$ cat src/rtl/mult_unit_pkg.sv
// Shared types and constants for the iterative shift-add multiplier.
package mult_unit_pkg;

  localparam int DATA_W     = 32;
  localparam int PROD_W     = 64;
  localparam int REG_ADDR_W = 5;

  localparam logic [REG_ADDR_W-1:0] ZERO_REG = 5'd0;

  typedef enum logic [1:0] {
    ST_IDLE = 2'd0,
    ST_RUN  = 2'd1,
    ST_DONE = 2'd2
  } state_e;

  // Two's-complement magnitude; 0x80000000 maps to 2^31, which still fits unsigned.
  function automatic logic [DATA_W-1:0] mag(input logic [DATA_W-1:0] x);
    return x[DATA_W-1] ? (~x + 1'b1) : x;
  endfunction

endpackage

$ cat src/rtl/mult_datapath.sv
// Operand/accumulator registers, shift-add step and final sign correction.
// Signed support compiled in only when MULT_SIGNED_EN is defined.
module mult_datapath
  import mult_unit_pkg::*;
#(
  parameter int BITS_PER_CYCLE = 1
) (
  input  logic              clk,
  input  logic              rst,
  input  logic              capture_i,
  input  logic              step_i,
  input  logic              finish_i,
  input  logic              op_signed_i,
  input  logic [DATA_W-1:0] rs_i,
  input  logic [DATA_W-1:0] rt_i,
  output logic [DATA_W-1:0] hi_o,
  output logic [DATA_W-1:0] lo_o
);

  logic [PROD_W-1:0] mcand_q;
  logic [DATA_W-1:0] mplier_q;
  logic [PROD_W-1:0] acc_q;
  logic [DATA_W-1:0] hi_q, lo_q;

  logic [DATA_W-1:0] mcand_cap, mplier_cap;
  logic              neg_d, neg_q;
  logic [PROD_W-1:0] add_d, acc_d, prod_d;

  // Operand conditioning at capture: magnitudes plus result sign when signed.
  always_comb begin
    mcand_cap  = rs_i;
    mplier_cap = rt_i;
    neg_d      = 1'b0;
`ifdef MULT_SIGNED_EN
    if (op_signed_i) begin
      mcand_cap  = mag(rs_i);
      mplier_cap = mag(rt_i);
      neg_d      = rs_i[DATA_W-1] ^ rt_i[DATA_W-1];
    end
`endif
  end

`ifndef MULT_SIGNED_EN
  logic unused_sign;
  assign unused_sign = op_signed_i;
`endif

  // One step: add shifted multiplicand for each set bit in the low multiplier group.
  always_comb begin
    add_d = '0;
    for (int b = 0; b < BITS_PER_CYCLE; b++) begin
      if (mplier_q[b]) add_d = add_d + (mcand_q << b);
    end
    acc_d  = acc_q + add_d;
    prod_d = neg_q ? (~acc_d + 1'b1) : acc_d;
  end

  // Operand/accumulator registers; multiplicand walks left, multiplier walks right.
  always_ff @(posedge clk or posedge rst) begin
    if (rst) begin
      mcand_q  <= '0;
      mplier_q <= '0;
      acc_q    <= '0;
      neg_q    <= 1'b0;
    end else if (capture_i) begin
      mcand_q  <= {{(PROD_W-DATA_W){1'b0}}, mcand_cap};
      mplier_q <= mplier_cap;
      acc_q    <= '0;
      neg_q    <= neg_d;
    end else if (step_i) begin
      mcand_q  <= mcand_q << BITS_PER_CYCLE;
      mplier_q <= mplier_q >> BITS_PER_CYCLE;
      acc_q    <= acc_d;
    end
  end

  // Result registers: loaded with the final (sign-corrected) sum on DONE entry.
  always_ff @(posedge clk or posedge rst) begin
    if (rst) begin
      hi_q <= '0;
      lo_q <= '0;
    end else if (finish_i) begin
      hi_q <= prod_d[PROD_W-1:DATA_W];
      lo_q <= prod_d[DATA_W-1:0];
    end
  end

  assign hi_o = hi_q;
  assign lo_o = lo_q;

endmodule

$ cat src/rtl/mult_unit.sv
// Iterative multiplier top: FSM, iteration counter and register-file write-back.
// MULT_SIGNED_EN enables signed operation selected by op_signed.
module mult_unit
  import mult_unit_pkg::*;
#(
  parameter int BITS_PER_CYCLE = 1
) (
  input  logic                  clk,
  input  logic                  reset,
  input  logic                  start,
  input  logic                  op_signed,
  input  logic [DATA_W-1:0]     rs_data,
  input  logic [DATA_W-1:0]     rt_data,
  input  logic [REG_ADDR_W-1:0] dest_reg,
  output logic                  busy,
  output logic                  done,
  output logic [DATA_W-1:0]     hi,
  output logic [DATA_W-1:0]     lo,
  output logic [DATA_W-1:0]     wb_data,
  output logic [REG_ADDR_W-1:0] wb_reg,
  output logic                  wb_en
);

  localparam int N     = DATA_W / BITS_PER_CYCLE;
  localparam int CNT_W = 6;
  localparam logic [CNT_W-1:0] LAST = CNT_W'(N - 1);

  state_e                  state_q, state_d;
  logic [CNT_W-1:0]        cnt_q;
  logic [REG_ADDR_W-1:0]   dest_q;
  logic                    capture, step, finish;

  // State register.
  always_ff @(posedge clk or posedge reset) begin
    if (reset) state_q <= ST_IDLE;
    else       state_q <= state_d;
  end

  // Next state and datapath strobes; start is only looked at outside RUN.
  always_comb begin
    state_d = state_q;
    capture = 1'b0;
    step    = 1'b0;
    finish  = 1'b0;
    unique case (state_q)
      ST_IDLE, ST_DONE: begin
        if (start) begin
          capture = 1'b1;
          state_d = ST_RUN;
        end else begin
          state_d = ST_IDLE;
        end
      end
      ST_RUN: begin
        step = 1'b1;
        if (cnt_q == LAST) begin
          finish  = 1'b1;
          state_d = ST_DONE;
        end
      end
      default: state_d = ST_IDLE;
    endcase
  end

  // Iteration counter and latched destination register.
  always_ff @(posedge clk or posedge reset) begin
    if (reset) begin
      cnt_q  <= '0;
      dest_q <= ZERO_REG;
    end else if (capture) begin
      cnt_q  <= '0;
      dest_q <= dest_reg;
    end else if (step) begin
      cnt_q  <= cnt_q + 1'b1;
    end
  end

  mult_datapath #(.BITS_PER_CYCLE(BITS_PER_CYCLE)) u_dp (
    .clk        (clk),
    .rst        (reset),
    .capture_i  (capture),
    .step_i     (step),
    .finish_i   (finish),
    .op_signed_i(op_signed),
    .rs_i       (rs_data),
    .rt_i       (rt_data),
    .hi_o       (hi),
    .lo_o       (lo)
  );

  // Outputs decode registered state only; register 0 is never written.
  assign busy    = (state_q == ST_RUN);
  assign done    = (state_q == ST_DONE);
  assign wb_en   = done && (dest_q != ZERO_REG);
  assign wb_reg  = dest_q;
  assign wb_data = lo;

endmodule

$ cat config.mk
export PLATFORM = sky130hd
export DESIGN_NAME = mult_unit
export DESIGN_NICKNAME = d
export VERILOG_FILES = /design/src/rtl/mult_unit_pkg.sv /design/src/rtl/mult_datapath.sv /design/src/rtl/mult_unit.sv
export SDC_FILE = /design/constraint.sdc
export NUM_CORES = 1
export LEC_CHECK = 0
export CAP_MARGIN = 0
export CORE_ASPECT_RATIO = 1.25
export CORE_UTILIZATION = 45
export CTS_BUF_LIST = sky130_fd_sc_hd__clkbuf_8
export DETAILED_ROUTE_END_ITERATION = 10
export GPL_ROUTABILITY_DRIVEN = 1
export PLACE_DENSITY = 0.7
export SLEW_MARGIN = 20
export SYNTH_ARGS = -nofsm -noshare
export SYNTH_HDL_FRONTEND = slang
export SYNTH_SLANG_ARGS = --single-unit
$ cat constraint.sdc
create_clock -name clk -period 10.5 [get_ports clk]
set_clock_uncertainty 0.05 [all_clocks]
set_input_delay 1.575 -clock clk [delete_from_list [all_inputs] [get_ports clk]]
set_output_delay 1.575 -clock clk [all_outputs]
set_load 0.01 [all_outputs]
# Yosys cells after proc, flatten, opt, wreduce, memory -nomap -nowiden
# Index checks and enable logic that the tools add are counted.
[word_totals] regBits=237 inputBits=73 out_inout_bits=104 word_cells=36
[op_classes] addsub=2 eq_ne=4 muxes=17 n_reduce_logical=5
[ops] op="64-bit two-way mux" n=5
[ops] op="64-bit adder" n=1
[ops] op="32-bit two-way mux" n=2
[ops] op="6-bit two-way mux" n=2
[ops] op="6-bit by 1-bit adder with 6-bit output (second input constant)" n=1
[ops] op="6-bit by 5-bit equality test with 1-bit output (second input constant)" n=1
[ops] op="1-bit two-way mux" n=6
[ops] op="5-bit nonzero test" n=1
[ops] op="2-bit one-hot mux with 2 select lines" n=1
[ops] op="2-bit by 1-bit equality test with 1-bit output (second input constant)" n=1
[ops] op="2-bit equality test (second input constant)" n=1
[ops] op="2-bit zero test" n=1
[ops] op="2-bit two-way mux" n=1
[ops] op="2-bit by 1-bit inequality test with 1-bit output (second input constant)" n=1
[ops] op="2-bit nonzero test" n=1
[ops] op="2-bit OR reduction" n=1
[ops] op="1-bit logical AND" n=1

# Longest topological paths before layout
[logic_depth] ltp_word=4 depth_mapped=16

# Modules after synthesis
# From an unflattened synthesis, not the netlist that was laid out.
[unflattened] cells_unflattened=1584 area_unflattened_um2=14864.3
[by_module_without_submodules] mod="mult_datapath" instances=1 cells_each=1491 area_per_inst_um2=13998.4 seq_area_each_um2=5605.4
[by_module_without_submodules] mod="mult_unit" instances=1 cells_each=93 area_per_inst_um2=865.8 seq_area_each_um2=325.3

# Worst setup path after synthesis
# Ideal clock, no wire load.
[synth_timing] path_type="register to register" start="register u_dp.mplier_q[0]" end="register u_dp.hi_q[31] (netlist: u_dp.hi_o[31])" setup_time_ps=125 t_arrival_ps=3240 t_required_ps=10325 setup_slack_ps=7085 stages_incl_launch_ff=16 path_buffers=3 period_less_slack_ps=3415 path_cell_list="dfrtp_1 -> clkbuf_1 -> clkbuf_1 -> and2_1 -> ha_1 -> buf_6 -> a21o_1 -> a21o_1 -> a21oi_1 -> o21ai_1 -> a31oi_1 -> o41a_1 -> nand2_4 -> a221oi_4 -> xor3_1 -> mux2_4"
[synth_between] elab_chain_len=2
[synth_rtl] item="start: declaration" line_no="mult_datapath.sv:21" text="logic [DATA_W-1:0] mplier_q;"
[synth_rtl] item="start signal: assignment" line_no="mult_datapath.sv:67" text="mplier_q <= mplier_cap;"
[synth_rtl] item="start signal: assignment" line_no="mult_datapath.sv:72" text="mplier_q <= mplier_q >> BITS_PER_CYCLE;"
[synth_rtl] item="64-bit two-way mux" line_no="mult_datapath.sv:52" text="if (mplier_q[b]) add_d = add_d + (mcand_q << b);"
[synth_rtl] item="64-bit adder" line_no="mult_datapath.sv:54" text="acc_d = acc_q + add_d;"
[synth_rtl] item="end signal: assignment" line_no="mult_datapath.sv:83" text="hi_q <= prod_d[PROD_W-1:DATA_W];"
[synth_rtl] item="end: declaration" line_no="mult_datapath.sv:23" text="logic [DATA_W-1:0] hi_q, lo_q;"
# No other way between the ends.
# A chain may end at the register's enable or synchronous reset.

# Worst setup path in the final report
# Same ends and word-level chain as after synthesis.

==> results_dict.tcl <==
set metrics [dict create \
    setup_viol 0 \
    hold_buffers 0 \
    overflow 0 \
    clk_pin_slew_ns 0.06 \
    clock_latency_ns 0.54 \
    p_int_w 0.00301 \
    holdCritPathClass "flip-flop to flip-flop" \
    synth_edf_count 0 \
    postSynthAreaPerCell_um2 9.24 \
    area_growth_pct 19.4 \
    crit_fanout 44 \
    io_pins 177 \
    cpMaxStageDelayCell "dfrtp_1" \
    endpoint_kind "flip-flop" \
    route.detailed.wl_per_inst_um 16.6 \
    num_vias 11100 \
    drt_iter0_drc 600 \
    power_density_mw_per_mm2 319 \
    cts_buffer_depth 3 \
    reg_top3 "u_dp.acc_q (64), u_dp.mcand_q (64)" \
    rows 70 \
    finalCriticalPeriod_ns 4.18 \
    fmax_mhz 239 \
    dp_hpwl_um 22700 \
    cpLargestDelayFamily "compound AO/OA/AOI/OAI gates" \
    synthCells 1458 \
    critPathKind "flip-flop to flip-flop" \
    gp_congestion 0.905 \
    p_leak_nw 7.70 \
    groute.usage.overall_pct 22.3 \
    grt_setup_unrepaired "false" \
    synth-seq-cells 237 \
    first_pass_iters 5 \
    combPwrFrac_pct 51.2 \
    cts_buffers 39 \
    start_util_pct 45.9 \
    critical_path.max_stage_delay_ns 0.70 \
    crit_start "u_dp.mplier_q[0]" \
    post_cts_buffers 0 \
    hp-start "u_dp.mplier_q[26]" \
    drive_above_1_share_pct 7.80 \
    fin_setup_tns_ns 0 \
    fin_area_mm2 0.0161 \
    nets 1696 \
    path_common_cell "a21o_1" \
    crit_path_start_kind "flip-flop" \
    crit_arrival_ns 4.56 \
    drv_cap 0 \
    die_x_um 157 \
    crit_path_cell_trace "buf_4 > and2_1 > ha_1 > a21o_1 > a21o_1 > a21oi_1 > o21ai_1 > a31oi_1 > o41a_1 > nand2_4 > a221oi_4 > xor3_1 > mux2_4" \
    pwr-share-clk_pct 17.6 \
    vias_per_cell 5.56 \
    crit_required_ns 10.87 \
    relSlewSlack_pct 26.6 \
    finalWorstSetupSlack_ns 6.32 \
    netlist_area_mm2 0.0135 \
    crit_buf_inv 1 \
    hold_path_depth 2 \
    fillers 2714 \
    ys_async_sr_fraction_pct 100 \
    dp_slack_ns 6.36 \
    cts_tree "done" \
    post_cts_resized 0 \
    die_height_um 195 \
    dpl_cell_area_mm2 0.0152 \
    grt_pass1_wl_um 55700 \
    core_mm2 0.0293 \
    cts-root-buf "clkbuf_8" \
    wl_um 33100 \
    seq_power_share_pct 31.2 \
    r2r-start "u_dp.mplier_q[0]" \
    grt_pass1_vias 11200 \
    ir_drop_v 0.000119 \
    ant_nets 0 \
    rr_worst_depth 13 \
    yosysUniqueCellTypes 75 \
    synth_nets 1596 \
    switchingPower_w 0.00212 \
    tightest_slew_ns 1.10 \
    slew_violations 0 \
    ys.warnings.count 0 \
    grt_start_max_net_pins 103 \
    critical_path_depth 13 \
    finalHoldViolations 0 \
    yosysSeqAreaShare_pct 44.0 \
    cts.sinks 237 \
    status "finished clean" \
    die_area_mm2 0.0306 \
    numPortBuffers 175 \
    antenna_found_initial 4 \
    cts_max_level 2 \
    drc 0 \
    swShare_pct 41.3 \
    fin_crit_sh_pct 39.9 \
    synthFlopType "dfrtp_1" \
]
tightest hold or removal path: stages (launching register included):
cell and delay [ns]:
dfrtp_1 0.34, nand2_1 0.05, nand2_1 0.06
routing by layer:
metal | up-vias | global-route usage (%) | share of wire (%)
li1 | 5330 | - | -
met1 | 5382 | 28.3 | 44
met2 | 273 | 37.4 | 48
met3 | 63 | 4.37 | 5.1
met4 | 2 | 7.84 | 2.5
met5 | - | 0 | 0.051
cells in the mapped netlist (all sizes together) (2+ instances only):
library cell / number / area [µm²]
a2111oi: 2 / 23.8
a211oi: 5 / 42.5
a21boi: 7 / 52.6
a21o: 34 / 255
a21oi: 71 / 370
a22o: 95 / 832
a22oi: 35 / 263
a31oi: 44 / 275
and2: 62 / 388
and3: 6 / 37.5
and4: 2 / 17.5
buf: 50 / 349
clkbuf: 76 / 285
dfrtp: 237 / 5930
ha: 64 / 801
inv: 22 / 82.6
mux2: 20 / 229
nand2: 328 / 1240
nand2b: 4 / 25.0
nand3: 12 / 65.1
nand4: 24 / 165
nor2: 66 / 248
nor2b: 5 / 31.3
nor3: 6 / 30.0
nor4: 4 / 37.5
o2111ai: 2 / 17.5
o211ai: 6 / 55.1
o21a: 10 / 75.1
o21ai: 47 / 235
o21bai: 10 / 75.1
o221ai: 5 / 43.8
o31ai: 6 / 50.1
or2: 4 / 25.0
or3: 4 / 30.0
xnor2: 39 / 342
xor2: 24 / 210
cell families after synthesis:
logic type               share of synthesized area (%)
AO/OA/AOI/OAI                                     20.9
XOR/XNOR                                          4.27
adder cells (fa/ha/maj)                           6.10
buffers and inverters                             5.32
flip-flops                                        44.0
multiplexers                                      1.77
AND/OR/NAND/NOR                                   17.6
layout by cell type (no fill, tap or decap), drive strengths merged, types with 5 or more instances in the layout:
cell type	count
a211oi	5
a21boi	7
a21o	34
a21oi	71
a22o	95
a22oi	35
a31oi	44
and2	62
and3	6
buf	10
clkbuf	50
clkdlybuf4s50	175
clkinv	6
clkinvlp	6
dfrtp	237
ha	64
inv	29
mux2	20
nand2	328
nand3	12
nand4	24
nor2	66
nor2b	5
nor3	6
o211ai	6
o21a	10
o21ai	47
o21bai	10
o221ai	5
o31ai	6
xnor2	39
xor2	24
final timing paths:
path / end / slack [ns]
worst max-delay path: u_dp.hi_o[31] / 6.32
worst min-delay path: u_dp.mplier_q[26] / 0.42
worst max register to register: u_dp.hi_o[31] / 6.32
worst min register to register: u_dp.mplier_q[26] / 0.42
max in group asynchronous: u_dp.mcand_q[31] / 7.48
min in group asynchronous: u_dp.hi_o[30] / 1.50
area by class of cell:
type                    instances  area, µm²  share of cell area (%)
clock buffers                  50        688                    4.28
inverters                      22       92.6                   0.576
repair buffers                185       1830                    11.4
diodes                          3       7.51                  0.0467
flip-flops and latches        237       5930                    36.9
multi-input cells            1073       6840                    42.6
clock inverters                22        195                    1.21
well taps                     396        495                    3.08
power by group through the flow:
| stage | clock network [W] | registers, W | logic, W |
|---|---|---|---|
| after floorplan | 0 | 0.00157 | 0.00194 |
| after global placement | 0 | 0.00160 | 0.00257 |
| after detailed placement | 0 | 0.00160 | 0.00262 |
| after CTS | 0.000927 | 0.00160 | 0.00263 |
| after global routing | 0.000967 | 0.00165 | 0.00292 |
| final | 0.000904 | 0.00160 | 0.00263 |
per-stage QoR:
| stage | hold slack, ns | std cells | total power (W) | utilization [%] |
|---|---|---|---|---|
| finish | 0.424 | 1988 | 0.00513 | 54.8 |
| global route | 0.449 | 1986 | 0.00554 | 54.8 |
| CTS | 0.430 | 1985 | 0.00516 | 54.8 |
| detailed placement | 0.414 | 1913 | 0.00423 | 51.7 |
| global placement | 0.409 | 1913 | 0.00417 | 51.7 |
| floorplan | 0.397 | 1458 | 0.00351 | - |
(Power assumes the default switching activity.)
